### src/rtl/cqu_mips_pkg.sv
// Shared cqu_mips definitions: mul/div sequencer state encoding and
// pipeline constants used by the ID-stage hazard logic.
package cqu_mips_pkg;

    typedef enum logic {
        MD_IDLE = 1'b0,
        MD_BUSY = 1'b1
    } md_state_e;

    localparam logic [4:0]  REG_ZERO       = 5'd0;
    localparam int unsigned MD_LAT_DEFAULT = 4;

endpackage

### src/rtl/id_hazard_ctrl_fwd_unit.sv
// Operand bypass selector for one ID source register: EX result wins over
// MEM result, loads in EX are never bypassed, and $0 is never bypassed.
module fwd_unit
    import cqu_mips_pkg::*;
(
    input  logic [4:0]  src,
    input  logic        ex_reg_write,
    input  logic        ex_mem_read,
    input  logic [4:0]  ex_dst,
    input  logic [31:0] ex_result,
    input  logic        mem_reg_write,
    input  logic [4:0]  mem_dst,
    input  logic [31:0] mem_result,
    output logic [31:0] fwd_data,
    output logic        fwd_sel
);

    logic ex_hit;
    logic mem_hit;

    assign ex_hit  = ex_reg_write & ~ex_mem_read & (ex_dst != REG_ZERO) & (ex_dst == src);
    assign mem_hit = mem_reg_write & (mem_dst != REG_ZERO) & (mem_dst == src);

    always_comb begin
        fwd_data = '0;
        fwd_sel  = 1'b0;
        if (ex_hit) begin
            fwd_data = ex_result;
            fwd_sel  = 1'b1;
        end else if (mem_hit) begin
            fwd_data = mem_result;
            fwd_sel  = 1'b1;
        end
    end

endmodule

### src/rtl/id_hazard_ctrl.sv
// ID-stage interlock and forwarding controller: load-use and mul/div
// hazard stalls, operand bypass selection, and the mul/div busy sequencer.
module id_hazard_ctrl
    import cqu_mips_pkg::*;
#(
    parameter int unsigned MD_LAT = MD_LAT_DEFAULT,
    parameter int unsigned CNT_W  = 32
) (
    input  logic             clk,
    input  logic             rstn,
    input  logic             id_valid,
    input  logic [4:0]       id_rs,
    input  logic [4:0]       id_rt,
    input  logic             id_uses_rs,
    input  logic             id_uses_rt,
    input  logic             id_is_md,
    input  logic             id_reads_hilo,
    input  logic             ex_reg_write,
    input  logic             ex_mem_read,
    input  logic [4:0]       ex_dst,
    input  logic [31:0]      ex_result,
    input  logic             mem_reg_write,
    input  logic [4:0]       mem_dst,
    input  logic [31:0]      mem_result,
    output logic             stall,
    output logic             bubble,
    output logic [31:0]      forward_a,
    output logic [31:0]      forward_b,
    output logic             forward_a_sel,
    output logic             forward_b_sel,
    output logic             md_busy,
    output logic             md_done,
    output logic [CNT_W-1:0] stall_cnt
);

    localparam logic [3:0] MD_LOAD = 4'(MD_LAT - 1);

    md_state_e  state;
    md_state_e  state_nx;
    logic [3:0] md_cnt;
    logic [3:0] md_cnt_nx;
    logic       lu;
    logic       mdh;
    logic       md_issue;

    assign lu = id_valid & ex_mem_read & ex_reg_write & (ex_dst != REG_ZERO)
              & ((id_uses_rs & (id_rs == ex_dst)) | (id_uses_rt & (id_rt == ex_dst)));
    assign mdh = id_valid & md_busy & (id_is_md | id_reads_hilo);

    assign stall    = lu | mdh;
    assign bubble   = stall;
    assign md_issue = id_valid & id_is_md & ~stall;

    assign md_busy = (state == MD_BUSY);
    assign md_done = md_busy & (md_cnt == 4'd0);

    fwd_unit u_fwd_a (
        .src           (id_rs),
        .ex_reg_write  (ex_reg_write),
        .ex_mem_read   (ex_mem_read),
        .ex_dst        (ex_dst),
        .ex_result     (ex_result),
        .mem_reg_write (mem_reg_write),
        .mem_dst       (mem_dst),
        .mem_result    (mem_result),
        .fwd_data      (forward_a),
        .fwd_sel       (forward_a_sel)
    );

    fwd_unit u_fwd_b (
        .src           (id_rt),
        .ex_reg_write  (ex_reg_write),
        .ex_mem_read   (ex_mem_read),
        .ex_dst        (ex_dst),
        .ex_result     (ex_result),
        .mem_reg_write (mem_reg_write),
        .mem_dst       (mem_dst),
        .mem_result    (mem_result),
        .fwd_data      (forward_b),
        .fwd_sel       (forward_b_sel)
    );

    always_ff @(posedge clk) begin
        if (rstn) begin
            state  <= MD_IDLE;
            md_cnt <= '0;
        end else begin
            state  <= state_nx;
            md_cnt <= md_cnt_nx;
        end
    end

    // An issue cannot arrive while BUSY: mdh stalls every mul/div in that state.
    always_comb begin
        state_nx  = state;
        md_cnt_nx = md_cnt;
        unique case (state)
            MD_IDLE: begin
                if (md_issue) begin
                    state_nx  = MD_BUSY;
                    md_cnt_nx = MD_LOAD;
                end
            end
            MD_BUSY: begin
                if (md_cnt != 4'd0) begin
                    md_cnt_nx = md_cnt - 4'd1;
                end else begin
                    state_nx = MD_IDLE;
                end
            end
            default: begin
                state_nx  = MD_IDLE;
                md_cnt_nx = '0;
            end
        endcase
    end

    always_ff @(posedge clk) begin
        if (rstn) begin
            stall_cnt <= '0;
        end else if (stall && (stall_cnt != '1)) begin
            stall_cnt <= stall_cnt + CNT_W'(1);
        end
    end

endmodule

### config.mk
export PLATFORM = sky130hd
export DESIGN_NAME = id_hazard_ctrl
export DESIGN_NICKNAME = d
export VERILOG_FILES = /design/src/rtl/cqu_mips_pkg.sv /design/src/rtl/id_hazard_ctrl_fwd_unit.sv /design/src/rtl/id_hazard_ctrl.sv
export SDC_FILE = /design/constraint.sdc
export NUM_CORES = 1
export LEC_CHECK = 0
export BUFFER_PORTS_ARGS = -buffer_cell sky130_fd_sc_hd__buf_2
export CAP_MARGIN = 10
export CORE_AREA = 10 10 109 82
export CTS_CLUSTER_SIZE = 25
export DETAILED_ROUTE_END_ITERATION = 6
export DIE_AREA = 0 0 119 92
export PLACE_DENSITY = 0.84
export SKIP_CTS_REPAIR_TIMING = 1
export SYNTH_ARGS = -nofsm -noshare
export SYNTH_HDL_FRONTEND = slang
export SYNTH_SLANG_ARGS = --single-unit
### constraint.sdc
create_clock -name clk -period 2.7 [get_ports clk]
set_input_delay 0.27 -clock clk [delete_from_list [all_inputs] [get_ports clk]]
set_output_delay 0.27 -clock clk [all_outputs]
set_load 0.01 [all_outputs]
; Word level (Yosys, flattened, before mapping)
; Cells that the tools add are included.
[word_totals]
reg_bits = 37
input_bits = 94
output_inout_bits = 102
wordCells = 58
[op_classes]
addsub = 2
n_eq_ne = 9
muxes = 14
n_bitwise = 24
reduce_logical = 6
[ops]
columns = operator, n
row1 = two-way mux 32 bit, 4
row2 = "adder 32 x 1 -> 32 bit, second input constant", 1
row3 = "!= test 32 bit, second input constant", 1
row4 = == test 5 bit, 6
row5 = bitwise AND 1 bit, 18
row6 = nonzero test 5 bit, 2
row7 = two-way mux 4 bit, 2
row8 = one-hot mux 4 bit (2 select lines), 1
row9 = two-way mux 1 bit, 6
row10 = zero test 4 bit, 1
row11 = nonzero test 4 bit, 1
row12 = "subtractor 4 x 1 -> 4 bit, second input constant", 1
row13 = inverter 1 bit, 3
row14 = bitwise OR 1 bit, 3
row15 = "!= test 2 x 1 -> 1 bit, second input constant", 1
row16 = "!= test 2 bit, second input constant", 1
row17 = one-hot mux 1 bit (2 select lines), 1
row18 = AND reduction 2 bit, 1
row19 = logical AND 1 bit, 1

; Longest topological paths before layout
[logic_depth]
word_depth = 9
mapped_depth = 9
mapped_depth_nobuf = 7

; Cells and area by module
; Synthesis repeated with hierarchy kept, for this count alone.
[unflattened]
hier_cells = 442
hier_area_um2 = 4062.6
[modules_own_cells]
columns = module, n_inst, cells_each, area_each_um2
row1 = fwd_unit, 2, 98, 1031.0
row2 = id_hazard_ctrl, 1, 246, 2000.7

; Least setup slack after synthesis
; Ideal clock, no wire load.
[synth_timing]
path_type = flip-flop to flip-flop
from = reg stall_cnt[0]
to = reg stall_cnt[27]
setup_ns = 0.121
t_arrival_ns = 2.171
required_time_ns = 2.579
slack_ns = 0.408
stages_incl_launch_ff = 10
path_buffers = 2
synth_period_minus_slack_ns = 2.292
cell_sequence = dfxtp_1 > ha_1 > and2_1 > and4_4 > and3_1 > buf_6 > or2_4 > buf_8 > nor4b_4 > mux2_4
[synth_between]
elab_chain_cells = 2
[synth_rtl]
columns = element, line
row1 = start: declaration, id_hazard_ctrl.sv:33  ; output logic [CNT_W-1:0] stall_cnt
row2 = start signal: assignment, id_hazard_ctrl.sv:122  ; stall_cnt <= stall_cnt + CNT_W'(1);
row3 = "parallel branches: the longest is 2 deep, another holds adder 32 x 1 -> 32 bit", -
; Parallel ways; which one is timed is not known.
; A chain may end at the register's enable or synchronous reset.

; Worst setup path in the final report
[layout_timing]
from = in mem_dst[0]
to = out forward_a[24]
[layout_between]
elab_chain_cells = 5
[layout_rtl]
columns = element, line
row1 = start: declaration, id_hazard_ctrl.sv:23  ; input logic [4:0] mem_dst,
row2 = nonzero test 5 bit, id_hazard_ctrl_fwd_unit.sv:22  ; assign mem_hit = mem_reg_write & (mem_dst != REG_ZERO) & (mem_dst == src);
row3 = bitwise AND 1 bit, id_hazard_ctrl_fwd_unit.sv:22
row4 = bitwise AND 1 bit *, id_hazard_ctrl_fwd_unit.sv:22
row5 = two-way mux 32 bit *, id_hazard_ctrl_fwd_unit.sv:30  ; end else if (mem_hit) begin
row6 = two-way mux 32 bit *, id_hazard_ctrl_fwd_unit.sv:27  ; if (ex_hit) begin
row7 = end: declaration, id_hazard_ctrl.sv:27  ; output logic [31:0] forward_a,
; Mark *: on every way between the ends. The rest lies on a longest branch, timed or not.

==> impl_metrics.toml <==
[power]
total_power_mw = 1.16
p_leak_nw = 1.92
ir_drop_v = 0.000219
p_per_area_nw_per_um2 = 297

[yosys]
synthCells = 348
synth-edff-count = 0
synth_adder_area_share_pct = 0.894
ys_warn_count = 0
synth_top_family_by_area = "simple AND/OR/NAND/NOR gates"
muxShareOfSynthArea_pct = 0.894
syn_nets = 444
synth_ff_type = "dfxtp_1"
async_flop_share_pct = 0
syn-cell-area_um2 = 2800
yosys.area_share.simple_pct = 26.5
yosysSeqAreaShare_pct = 26.5
synth_compound_area_share_pct = 25.8
synth-xor-area-share_pct = 14.1
synth_area_per_cell_um2 = 8.05
yosysUniqueCellTypes = 45
ys_ff_latch = 37

[critical_path]
cp_common_cell = "buf_2"
endpoint = "forward_a[24]"
cp_top_family = "simple AND/OR/NAND/NOR gates"
r2r-end = "stall_cnt[27]$_SDFFE_PP0P_"
crit_cells = 9
cp_data_required_time_ns = 2.43
critPathLaunch = "mem_dst[0]"
crit_chain = "buf_2 > or4_1 > o21ai_0 > nor4_1 > nand3_1 > nor2_2 > buf_4 > a22o_1 > buf_2"
critPathArrivalTime_ns = 2.03
slowest_stage = "or4_1"
crit_buf_inv = 3
crit_path_max_fanout = 32
rr_worst_depth = 7
rrSetupSlack_ns = 0.50
cpPeakStageDelay_ns = 0.50
end_kind = "output pin"
cp-start-kind = "input pin"
critPathKind = "in2out"
timing.rr.start = "stall_cnt[0]$_SDFFE_PP0P_"

[final_layout]
diodes = 0
nets = 628
final_common_cell = "buf_2"
syn2layout_area_growth_pct = 39.9
nFillCells = 689
layout-drive-gt1-share_pct = 41.6
layout_common_cells = "buf_2, a22o_1, dfxtp_1"

[clock_network]
htree_levels = 2
path_clk_slew_ns = 0.07
insertion_delay_ns = 0.29
clk_path_buf_depth = 2
cts.sinks = 37
cts-buffers-inserted = 5
cts_tree = "done"
cts_root_buffer = "clkbuf_8"

[route]
drtAntennaViolNets = 0
avgViaCountPerCell = 5.54
firstDrtPassIters = 5
drt_iter0_drc = 255
detail_route.wl_per_cell_um = 18.8
post-route-drc-count = 0
vias = 3483
routed_wl_mm = 11.9

[run]
cap_violations = 0

[global_route]
grtUsageTotal_pct = 19.9
grt_pass1_wl_mm = 18.2
busiest_layer = "met2"
grt_max_degree = 39
met1_usage_pct = 22.9
grt_pass1_vias = 3375
antenna_found_initial = 0
grt.met2_usage_pct = 34.8
grtUsageMet3_pct = 6.37
grt_overflow_total = 0

[floorplan]
io-pin-count = 196
die-area_um2 = 10900
start_util_pct = 40.2
num_rows = 26
dieWidth_um = 119
core_um2 = 6960
fp.dieH_um = 92

[timing]
max_freq_ghz = 0.435
setup_violations = 0
finalCritPeriodShare_pct = 85.1
whs_ns = 0.401
worst_pin_slew_ns = 0.670
hold_viol = 0
fin_crit_ns = 2.30
rsz0062_at_grt = "no"
final_max_slew_viol_count = 0
relSlewSlack_pct = 55.3
fin_setup_tns_ns = 0
worst_slack_ns = 0.401
finClkSkew_ns = 0.00975

[placed_design]
io_buffers = 195
place.gp.congestion = 0.882
dp_hpwl_mm = 9.65
dp_slack_ns = 0.412

[hold_path]
min_path_type = "in2reg"
hold_start = "id_is_md"

[status]
status = "finished, final reports clean"
## cells in the mapped netlist (2+ instances only)
cell type,number,area (um2)
buf_2,4,20.0
o31a_1,2,17.5
nand2_1,16,60.1
a22o_1,64,561
nor3b_1,2,15.0
or3_1,6,37.5
and3_1,4,25.0
ha_1,2,25.0
o21ai_0,6,30.0
nor2_1,40,150
a31oi_1,4,25.0
dfxtp_1,37,741
inv_1,8,30.0
nand3_1,17,85.1
xnor2_1,30,263
nand4_1,8,50.1
xor2_1,15,131
o21ba_1,2,20.0
a21oi_1,5,25.0
clkbuf_1,18,67.6
and4_1,2,17.5
o21a_1,2,15.0
nor3_1,25,125
nor4_1,8,50.1
## tightest hold or removal path: stages
cell     delay (ns)
buf_2          0.09
a31oi_1        0.14
nor3_1         0.14
## where the power goes
group          switching, mW  internal, mW
clock                  0.193         0.170
combinational          0.132         0.108
sequential           0.00752         0.552
total                  0.333         0.830
## routing by layer
metal,vias up,part of all wire [%],wire [um]
li1,1656,-,-
met1,1638,41,4850
met2,163,49,5830
met3,26,7.7,907
met4,0,2.2,263
met5,-,0,0
## how the worst min path moves through the flow
stage,endpoint,slack (ns),cells after the start
5_1_grt,md_busy$_SDFF_PP0_,0.44,3
3_3_place_gp,md_cnt[1]$_SDFFE_PP0P_,0.47,1
2_1_floorplan,md_cnt[1]$_SDFFE_PP0P_,0.45,1
3_5_place_dp,md_cnt[1]$_SDFFE_PP0P_,0.47,1
4_1_cts,md_busy$_SDFF_PP0_,0.39,3
6_report,md_busy$_SDFF_PP0_,0.40,3
## cell type report
class,count,area (um2),area share (%)
multi-input combinational,278,1920,49.1
timing repair buffer,202,1030,26.3
sequential,37,741,18.9
tap,98,123,3.13
clock buffer,5,68.8,1.76
inverter,8,30.0,0.767
clock inverter,1,5.00,0.128
## sequential cells by signal (all words and copies together) (netlist names)
register,count
stall_cnt,32
md_cnt,4
md_busy,1
## cell families after synthesis
kind of cell | Yosys count
compound gates | 89
fa+ha+maj | 2
buf+inv | 33
simple gates | 140
mux | 2
xor+xnor | 45
flops | 37
## per-stage QoR
| step | cell area (um2) | utilization (%) | std cells |
|---|---|---|---|
| 2_1_floorplan | 2800 | - | 348 |
| 3_3_place_gp | 3840 | 55.2 | 623 |
| 3_5_place_dp | 3840 | 55.2 | 623 |
| 4_1_cts | 3920 | 56.3 | 629 |
| 5_1_grt | 3920 | 56.3 | 629 |
| 6_report | 3920 | 56.3 | 629 |
Power figures use the tool's default switching activity.
